[src/rtl/mem_ctrl.sv]
// mem_ctrl: serialises fetch and load/store requests into little-endian byte accesses on a byte-wide memory.
// Optional feature macro MEM_CTRL_SIGN_EXT_EN: when defined, signed byte/half loads are sign-extended.
module mem_ctrl #(
  parameter int READ_LAT = 0
) (
  input  logic        clock,
  input  logic        reset_n,
  input  logic        i_req,
  input  logic [31:0] i_addr,
  output logic        i_done,
  output logic [31:0] i_data,
  input  logic        d_req,
  input  logic        d_we,
  input  logic [1:0]  d_size,
  input  logic        d_signed,
  input  logic [31:0] d_addr,
  input  logic [31:0] d_wdata,
  output logic        d_done,
  output logic [31:0] d_rdata,
  output logic        mem_rw,
  output logic [31:0] mem_addr,
  output logic [7:0]  mem_wdata,
  input  logic [7:0]  mem_rdata,
  output logic        busy
);

  typedef enum logic [1:0] {IDLE, READ, WRITE, DONE} state_t;

`ifdef MEM_CTRL_SIGN_EXT_EN
  localparam logic SIGN_EXT = 1'b1;
`else
  localparam logic SIGN_EXT = 1'b0;
`endif

  state_t      state_q, state_d;
  logic        src_data_q, src_data_d;
  logic        signed_q, signed_d;
  logic [2:0]  n_q, n_d;
  logic [2:0]  cyc_q, cyc_d;
  logic [2:0]  cap_q, cap_d;
  logic        drv_q, drv_d;
  logic [31:0] wdata_q, wdata_d;
  logic [31:0] buf_q, buf_d;
  logic [31:0] addr_q, addr_d;
  logic        rw_q, rw_d;
  logic [7:0]  wbyte_q, wbyte_d;
  logic [31:0] i_data_q, i_data_d;
  logic [31:0] d_rdata_q, d_rdata_d;
  logic [2:0]  nxt;
  logic        cap_en;
  logic [31:0] load_val;

  function automatic logic [2:0] size_to_n(input logic [1:0] size);
    case (size)
      2'd0:    size_to_n = 3'd1;
      2'd1:    size_to_n = 3'd2;
      default: size_to_n = 3'd4;
    endcase
  endfunction

  // drv marks a cycle that drives a read address; its delayed copy marks the matching capture when latency is 1
  always_comb begin
    state_d    = state_q;
    src_data_d = src_data_q;
    signed_d   = signed_q;
    n_d        = n_q;
    cyc_d      = cyc_q;
    cap_d      = cap_q;
    wdata_d    = wdata_q;
    buf_d      = buf_q;
    addr_d     = addr_q;
    rw_d       = 1'b0;
    wbyte_d    = 8'h00;
    i_data_d   = i_data_q;
    d_rdata_d  = d_rdata_q;
    load_val   = 32'h0;
    nxt        = cyc_q + 3'd1;
    drv_d      = (state_q == READ) && (cyc_q < n_q);
    cap_en     = (READ_LAT == 0) ? drv_d : drv_q;

    case (state_q)
      IDLE: begin
        if (d_req) begin
          src_data_d = 1'b1;
          signed_d   = d_signed;
          n_d        = size_to_n(d_size);
          wdata_d    = d_wdata;
          addr_d     = d_addr;
          cyc_d      = 3'd0;
          cap_d      = 3'd0;
          buf_d      = 32'h0;
          if (d_we) begin
            state_d = WRITE;
            rw_d    = 1'b1;
            wbyte_d = d_wdata[7:0];
          end else begin
            state_d = READ;
          end
        end else if (i_req) begin
          src_data_d = 1'b0;
          signed_d   = 1'b0;
          n_d        = 3'd4;
          addr_d     = i_addr;
          cyc_d      = 3'd0;
          cap_d      = 3'd0;
          buf_d      = 32'h0;
          state_d    = READ;
        end
      end
      WRITE: begin
        if (nxt < n_q) begin
          rw_d    = 1'b1;
          wbyte_d = wdata_q[{nxt[1:0], 3'b000} +: 8];
          addr_d  = addr_q + 32'd1;
          cyc_d   = nxt;
        end else begin
          state_d = DONE;
        end
      end
      READ: begin
        if (drv_d) begin
          cyc_d = nxt;
          if (nxt < n_q) addr_d = addr_q + 32'd1;
        end
        if (cap_en) begin
          buf_d[{cap_q[1:0], 3'b000} +: 8] = mem_rdata;
          cap_d = cap_q + 3'd1;
          if (cap_q == n_q - 3'd1) begin
            state_d = DONE;
            case (n_q)
              3'd1:    load_val = {{24{SIGN_EXT & signed_q & buf_d[7]}}, buf_d[7:0]};
              3'd2:    load_val = {{16{SIGN_EXT & signed_q & buf_d[15]}}, buf_d[15:0]};
              default: load_val = buf_d;
            endcase
            if (src_data_q) d_rdata_d = load_val;
            else            i_data_d  = load_val;
          end
        end
      end
      DONE:    state_d = IDLE;
      default: state_d = IDLE;
    endcase
  end

  always_ff @(posedge clock) begin
    if (!reset_n) begin
      state_q    <= IDLE;
      src_data_q <= 1'b0;
      signed_q   <= 1'b0;
      n_q        <= 3'd0;
      cyc_q      <= 3'd0;
      cap_q      <= 3'd0;
      drv_q      <= 1'b0;
      wdata_q    <= 32'h0;
      buf_q      <= 32'h0;
      addr_q     <= 32'h0;
      rw_q       <= 1'b0;
      wbyte_q    <= 8'h00;
      i_data_q   <= 32'h0;
      d_rdata_q  <= 32'h0;
    end else begin
      state_q    <= state_d;
      src_data_q <= src_data_d;
      signed_q   <= signed_d;
      n_q        <= n_d;
      cyc_q      <= cyc_d;
      cap_q      <= cap_d;
      drv_q      <= drv_d;
      wdata_q    <= wdata_d;
      buf_q      <= buf_d;
      addr_q     <= addr_d;
      rw_q       <= rw_d;
      wbyte_q    <= wbyte_d;
      i_data_q   <= i_data_d;
      d_rdata_q  <= d_rdata_d;
    end
  end

  assign mem_rw    = rw_q;
  assign mem_addr  = addr_q;
  assign mem_wdata = wbyte_q;
  assign i_data    = i_data_q;
  assign d_rdata   = d_rdata_q;
  assign i_done    = (state_q == DONE) && !src_data_q;
  assign d_done    = (state_q == DONE) && src_data_q;
  assign busy      = (state_q != IDLE);

endmodule
[config.mk]
export PLATFORM = sky130hd
export DESIGN_NAME = mem_ctrl
export DESIGN_NICKNAME = d
export VERILOG_FILES = /design/src/rtl/mem_ctrl.sv
export SDC_FILE = /design/constraint.sdc
export NUM_CORES = 1
export LEC_CHECK = 0
export BUFFER_PORTS_ARGS = -buffer_cell sky130_fd_sc_hd__buf_2
export CORE_ASPECT_RATIO = 0.7
export CORE_MARGIN = 3
export CORE_UTILIZATION = 32
export CTS_CLUSTER_SIZE = 8
export DETAILED_ROUTE_END_ITERATION = 8
export SYNTH_ARGS = -nofsm -noshare
export SYNTH_HDL_FRONTEND = slang
export SYNTH_SLANG_ARGS = --single-unit
[constraint.sdc]
create_clock -name clock -period 5.1 [get_ports clock]
set_input_delay 0.765 -clock clock [delete_from_list [all_inputs] [get_ports clock]]
set_output_delay 0.765 -clock clock [all_outputs]
set_load 0.05 [all_outputs]
# After elaboration in Yosys (flattened, before gate mapping)
# Index checks and enable logic that the tools add are counted.
[word_totals] inputBits=112 output_inout_bits=108 elab_cells=91 register_bits=181
[classes] muxes=38 n_reduce_logical=18 addsub=5 eq_ne=12 n_shift=3 n_bitwise=1 order_cmp=2
[op_table] operator="two-way mux 32 bit" count=7
[op_table] operator="case mux 32 bit (2 select lines)" count=2
[op_table] operator="case mux 32 bit (3 select lines)" count=1
[op_table] operator="adder 32 x 1 -> 32 bit, second input constant" count=1
[op_table] operator="bitwise mux 32 bit" count=1
[op_table] operator="variable shift 8 x 7 -> 32 bit, first input constant" count=1
[op_table] operator="variable part select 32 x 6 -> 8 bit" count=1
[op_table] operator="variable part select 8 x 7 -> 32 bit" count=1
[op_table] operator="two-way mux 8 bit" count=3
[op_table] operator="two-way mux 3 bit" count=7
[op_table] operator="case mux 8 bit (2 select lines)" count=1
[op_table] operator="AND reduction 4 bit" count=4
[op_table] operator="two-way mux 2 bit" count=6
[op_table] operator="case mux 3 bit (2 select lines)" count=2
[op_table] operator="case mux 3 bit (3 select lines)" count=1
[op_table] operator="case mux 2 bit (4 select lines)" count=1
[op_table] operator="negation 5 -> 7 bit" count=1
[op_table] operator="adder 3 x 1 -> 3 bit, second input constant" count=2
[op_table] operator="less-than comparator 3 bit" count=2
[op_table] operator="!= test 2 bit, second input constant" count=3
[op_table] operator="AND reduction 3 bit" count=2
[op_table] operator="nonzero test 2 bit" count=3
[op_table] operator="two-way mux 1 bit" count=5
[op_table] operator="== test 2 x 1 -> 1 bit, second input constant" count=2
[op_table] operator="14 further kinds" count=19

# Longest topological paths before layout
# Gate-level depths: netlist of the first run.
[depth] depth_word=5 ltp_mapped=10

# Worst setup path before layout of the first run
# No wires, ideal clock.
[synth_path] path_type="register to register" from="register addr_q[0], in the netlist mem_addr[0]" to="register addr_q[22], in the netlist mem_addr[22]" stages_incl_launch_ff=7 arrival_ps=2239 setup_ps=125 path_slack_ps=2736 t_required_ps=4975 synth_period_minus_slack_ps=2364 path_cell_list="dfxtp_1 -> ha_1 -> nand4_1 -> or4_4 -> o31a_1 -> o211ai_1 -> o31ai_1"
[synth_via] elab_chain_len=4
[synth_rtl] element="start: declaration" line_no="44" source="logic [31:0] addr_q, addr_d;"
[synth_rtl] element="start signal: assignment" line_no="171" source="addr_q <= addr_d;"
[synth_rtl] element="adder 32 x 1 -> 32 bit *" line_no="114, 123"
[synth_rtl] element="two-way mux 32 bit *" line_no="111, 123"
[synth_rtl] element="two-way mux 32 bit" line_no="121" source="if (drv_d) begin"
[synth_rtl] element="case mux 32 bit (3 select lines) *" line_no="81" source="case (state_q)"
# Mark *: on every way between the ends. The rest lies on a longest branch, timed or not. The select of a mux whose other input is x is not followed.
# A chain may end at the register's enable or synchronous reset.

# Worst setup path in the final report of the first run
[layout_path] from="register cyc_q[0]" to="register addr_q[7], in the netlist mem_addr[7]"
[layout_via] elab_chain_len=5 word_cells_on_any_way=9
[layout_rtl] element="start: declaration" line_no="39" source="logic [2:0] cyc_q, cyc_d;"
[layout_rtl] element="start signal: assignment" line_no="166" source="cyc_q <= cyc_d;"
[layout_rtl] element="adder 3 x 1 -> 3 bit" line_no="77" source="nxt = cyc_q + 3'd1;"
[layout_rtl] element="less-than comparator 3 bit" line_no="111, 123"
[layout_rtl] element="two-way mux 32 bit (2 in series)"
[layout_rtl] element="case mux 32 bit (3 select lines)"
# Parallel ways exist; a longest one is shown, timed or not. The select of a mux whose other input is x is not followed.

==> flow_summary.json, run 1 <==
{
  "status": "complete, no violations",
  "synth-edff-count": 0,
  "path_clk_slew_ns": 0.08,
  "cts_tree": "yes",
  "ys_top_cells_by_count": "nand2_1, dfxtp_1, a21oi_1",
  "drcViolationCount": 0,
  "cp_data_arrival_time_ns": 3.97,
  "async_reset_ff_frac": 0,
  "grt_antenna_before_repair": 3,
  "drive_gt1_frac": 0.241,
  "period_needed_ns": 3.70,
  "worst_pin_slew_ns": 1.20,
  "synthTopCellsByArea": "dfxtp_1, nand2_1, a21oi_1",
  "dp_slack_ns": 1.45,
  "synth-main-ff-cell": "dfxtp_1",
  "cts.sink_count": 181,
  "fin_ws_ns": 1.40,
  "clock_latency_ns": 0.44,
  "grt_pass1_vias": 8117,
  "cts_root_buffer": "clkbuf_16",
  "yosysMostFrequentCell": "nand2_1",
  "cts_setup_buffers": 0,
  "grt_setup_unrepaired": "false",
  "floorplan.core_area_sq_um": 27100,
  "dp_hpwl_mm": 19.7,
  "hold_class": "reg2reg",
  "syn_to_final_growth_pct": 21.2,
  "critPathRequiredTime_ns": 5.37,
  "fin_nets": 1382,
  "initial_utilization": 0.329,
  "cts_resized": 0,
  "finalHoldViolCount": 0,
  "clk_path_buf_depth": 2,
  "syn_area_sq_um": 8920,
  "setup_viol": 0,
  "dieWidth_microns": 206,
  "cap_violations": 0,
  "grt_usage": 0.183,
  "synth.top_cell.area_share": 0.406,
  "period_share": 0.725,
  "reg2reg_depth": 7,
  "grt_max_degree": 81,
  "io_buffers": 218,
  "ios": 220,
  "startpoint_type": "flip-flop",
  "hold_depth": 2,
  "die_h_microns": 146,
  "syn_nets": 1214,
  "fmaxAchievable_mhz": 270,
  "fill_cells": 2823,
  "finClkSkew_ns": 0.0176,
  "yosys_warnings": 0,
  "ir_drop_uv": 303,
  "synth-seq-cells": 181,
  "synthCells": 1082,
  "yosysSeqAreaShare": 0.406,
  "power_leakage_nw": 4.47,
  "cp-end-kind": "flip-flop",
  "routed_wl_mm": 28.0,
  "htreeDepth": 4,
  "path_max_fanout": 13,
  "gp_congestion": 0.830,
  "cts_buffers": 17,
  "cts_hold_buf": 0,
  "slew-limit-headroom": 0.201,
  "dr.pass1.iters": 5,
  "drv_slew": 0,
  "num_vias": 8605,
  "grt_first_pass_wirelength_mm": 44.5,
  "wl_per_cell_microns": 17.2,
  "design.die.area_sq_um": 29900,
  "critPathKind": "reg2reg",
  "ant_nets": 0,
  "dr.first_iter.drc_count": 588,
  "p_per_area_nw_per_um2": 518,
  "via_per_inst": 5.29,
  "setup_tns_ns": 0,
  "synth_cell_types": 78,
  "overflow": 0,
  "rows": 50,
  "post_synth.cell_area_avg_sq_um": 8.24,
  "antennaDiodeCount": 0,
  "synth_top_area_cell": "dfxtp_1"
}
==> critical path, cell delays in order, from the launching register on <==
cell and delay [ns]:
dfxtp_1 0.75, ha_1 0.57, ha_1 0.30, a21o_1 0.18, a31o_2 0.28, a21o_1 0.41, nor2_1 0.86, a211oi_1 0.17
==> logic make-up after synthesis <==
family | count (synthesis) | synth area share
AO/OA/AOI/OAI | 324 | 0.241
XOR/XNOR | 5 | 0.00645
adder cells (fa/ha/maj) | 20 | 0.0281
buffers and inverters | 106 | 0.0522
flip-flops | 181 | 0.406
multiplexers | 38 | 0.0549
AND/OR/NAND/NOR | 408 | 0.211
==> layout make-up <==
class | count | area [sq um] | area share
multi-input cells | 795 | 4840 | 0.448
flip-flops and latches | 181 | 3620 | 0.335
repair buffers | 231 | 1190 | 0.110
well taps | 364 | 455 | 0.0421
clock buffers | 18 | 439 | 0.0406
clock inverters | 14 | 168 | 0.0155
inverters | 24 | 90.1 | 0.00833
==> placed cells by master (no fill, tap or decap), types with 8 or more instances in the layout <==
cell type and count:
o21ai_0 26, inv_1 22, ha_1 19, nand2_1 215, o32ai_1 9, nor2_1 71
nand3_1 30, a22o_1 8, nand4_1 8, mux2i_1 23, clkbuf_16 17, a32o_1 24
a21oi_1 79, nor2b_1 28, buf_4 14, a211oi_1 14, mux4_2 8, nor3_1 8
dfxtp_1 181, o21ai_1 61, a22oi_1 18, a31oi_1 17, a41oi_1 10, buf_2 217
==> worst paths after layout <==
check	start	slack (ns)	end
setup reg to reg	cyc_q[0]$_SDFFE_PN0P_	1.40	mem_addr[7]$_SDFFE_PN0P_
hold reg to reg	i_data[16]$_SDFFE_PN0P_	0.45	i_data[16]$_SDFFE_PN0P_
hold / removal	i_data[16]$_SDFFE_PN0P_	0.45	i_data[16]$_SDFFE_PN0P_
setup / recovery	cyc_q[0]$_SDFFE_PN0P_	1.40	mem_addr[7]$_SDFFE_PN0P_
==> sequential cells by signal, indices dropped and copies added (netlist names) <==
signal and flops:
state_q 2, i_data 32, buf_q 32, mem_wdata 8, mem_addr 32, src_data_q 1
d_rdata 32, mem_rw 1, cyc_q 3, wdata_q 32, n_q 3, cap_q 3
==> through the flow <==
stage	total power, mW	instance area, sq um	utilization	hold slack (ns)	std cells
CTS	5.63	10800	0.399	0.450	1627
global placement	4.19	10200	0.377	0.436	1595
global route	5.94	10800	0.399	0.462	1627
finish	5.60	10800	0.399	0.447	1627
detailed placement	4.23	10200	0.377	0.437	1595
floorplan	3.62	8920	-	0.433	1082
==> power by group <==
part	internal (mW)	switching [mW]	total, mW	leakage, nW
Sequential	1.60	0.271	1.87	1.47
Combinational	0.683	1.66	2.35	2.71
Clock	0.752	0.633	1.38	0.294
==> per-layer routing <==
layer | GRT usage | vias to the layer above | wire [microns] | part of all wire
li1 | - | 4239 | - | -
met1 | 0.274 | 4089 | 13800 | 0.49
met2 | 0.268 | 245 | 11800 | 0.42
met3 | 0.0431 | 26 | 2070 | 0.074
met4 | 0.0379 | 6 | 261 | 0.0093
met5 | 0 | - | 36 | 0.0013
(Power assumes the default switching activity.)
==> inputs of run 2 (changes only) <==
==> constraint.sdc (replaced) <==
create_clock -name clock -period 3.6 [get_ports clock]
set_input_delay 0.54 -clock clock [delete_from_list [all_inputs] [get_ports clock]]
set_output_delay 0.54 -clock clock [all_outputs]
set_load 0.05 [all_outputs]
==> run 2 against run 1 <==
Non-clock buffer count rose by 8. Clock power rose by 42%. Core utilization rose by 0.27 points. Critical path depth rose by 2. Wire length fell by 1.3%. Largest power group unchanged. Total power rose by 42%.
==> flow_summary.json, run 2 (synthesis results as in run 1) <==
{
  "setup_tns_ns": 0,
  "ir_drop_uv": 290,
  "dieWidth_microns": 206,
  "grt_usage": 0.181,
  "ff_latch_area_sq_um": 3620,
  "num_vias": 8681,
  "dpl_cell_area_sq_um": 10300,
  "worst_pin_slew_ns": 1.08,
  "use_met2": 0.259,
  "critPathKind": "reg2reg",
  "met3_usage": 0.0431,
  "drcViolationCount": 0,
  "power_leakage_nw": 4.51,
  "grt_first_pass_wirelength_mm": 44.0,
  "busiest_layer": "met1",
  "path_clk_slew_ns": 0.07,
  "clk_path_buf_depth": 2,
  "fin_cells": 1635,
  "htreeDepth": 4,
  "cts.sink_count": 181,
  "drive_gt1_frac": 0.245,
  "fin_nets": 1390,
  "design.die.area_sq_um": 29900,
  "fmaxAchievable_mhz": 335,
  "post-place-cells": 1603,
  "period_share": 0.830,
  "dr.pass1.iters": 5,
  "grt_setup_unrepaired": "false",
  "cts_tree": "yes",
  "period_needed_ns": 2.99,
  "floorplan.core_area_sq_um": 27100,
  "fin_area_sq_um": 10900,
  "critPathRequiredTime_ns": 3.94,
  "fill_cells": 2777,
  "final_cell_mix": "buf_2, nand2_1, dfxtp_1",
  "grt_antenna_before_repair": 3,
  "fin_ws_ns": 0.614,
  "cts_resized": 0,
  "fin_util": 0.402,
  "drv_slew": 0,
  "finalPower_mw": 7.96,
  "antennaDiodeCount": 0,
  "rows": 50,
  "use_met1": 0.274,
  "overflow": 0,
  "cp_data_arrival_time_ns": 3.33,
  "slew-limit-headroom": 0.281,
  "die_h_microns": 146,
  "layout_commonest_cell": "buf_2",
  "finClkSkew_ns": 0.0154,
  "cts_hold_buf": 0,
  "dr.first_iter.drc_count": 589,
  "finalHoldViolCount": 0,
  "multi_input_area_sq_um": 4840,
  "hold_slack_ns": 0.341,
  "setup_viol": 0,
  "via_per_inst": 5.31,
  "syn_to_final_growth_pct": 22.1,
  "status": "complete, no violations",
  "io_buffers": 218,
  "startpoint_type": "flip-flop",
  "cts_setup_buffers": 0,
  "cap_violations": 0,
  "wl_per_cell_microns": 16.9,
  "grt_pass1_vias": 8091,
  "dp_hpwl_mm": 19.5,
  "ant_nets": 0,
  "p_per_area_nw_per_um2": 732,
  "routed_wl_mm": 27.6,
  "cp-end-kind": "flip-flop",
  "clock_latency_ns": 0.44,
  "hold_class": "in2reg",
  "cts_root_buffer": "clkbuf_16",
  "dp_slack_ns": 0.651,
  "gp_congestion": 0.850,
  "ios": 220,
  "initial_utilization": 0.329,
  "cts_buffers": 17,
  "path_max_fanout": 13,
  "grt_max_degree": 73
}
## run 2: cell count changes in the layout (fill, tap and decap cells not counted), sizes merged
| cell | previous run | this run |
|---|---|---|
| buf | 231 | 239 |
| clkinv | 5 | 6 |
| clkinvlp | 2 | 1 |
## run 2: final cells by class
cell class | count | share of cell area
Clock buffer | 18 | 0.0394
Sequential cell | 181 | 0.333
Multi-Input combinational cell | 795 | 0.445
Inverter | 24 | 0.00828
Tap cell | 364 | 0.0418
Timing Repair Buffer | 239 | 0.115
Clock inverter | 14 | 0.0176
## run 2: path summary, 6_finish.rpt
path	cells past startpoint	startpoint	to	slack [ns]
setup / recovery	9	cyc_q[0]$_SDFFE_PN0P_	mem_addr[28]$_SDFFE_PN0P_	0.61
hold / removal	3	d_wdata[20]	wdata_q[20]$_SDFFE_PN0P_	0.34
setup reg to reg	9	cyc_q[0]$_SDFFE_PN0P_	mem_addr[28]$_SDFFE_PN0P_	0.61
hold reg to reg	2	d_rdata[25]$_SDFFE_PN0P_	d_rdata[25]$_SDFFE_PN0P_	0.45
## run 2: critical path, stage by stage (launching register included)
cell and delay [ns]:
dfxtp_1 0.31, buf_4 0.23, ha_1 0.23, xor2_1 0.17
ha_1 0.29, a21o_1 0.22, a31o_2 0.28, a21oi_2 0.38
nand3_1 0.41, o32ai_1 0.37
## run 2: power by group
part           internal (mW)  leakage [nW]  total, mW  switching (mW)
clock                   1.06         0.298       1.96           0.899
combinational           1.02          2.75       3.38            2.36
sequential              2.27          1.47       2.63           0.355
## run 2: metal layers
layer  up-vias  wire, microns
met5         -             51
met4         6            239
met3        27           1930
met2       282          11600
met1      4107          13800
li1       4259              -
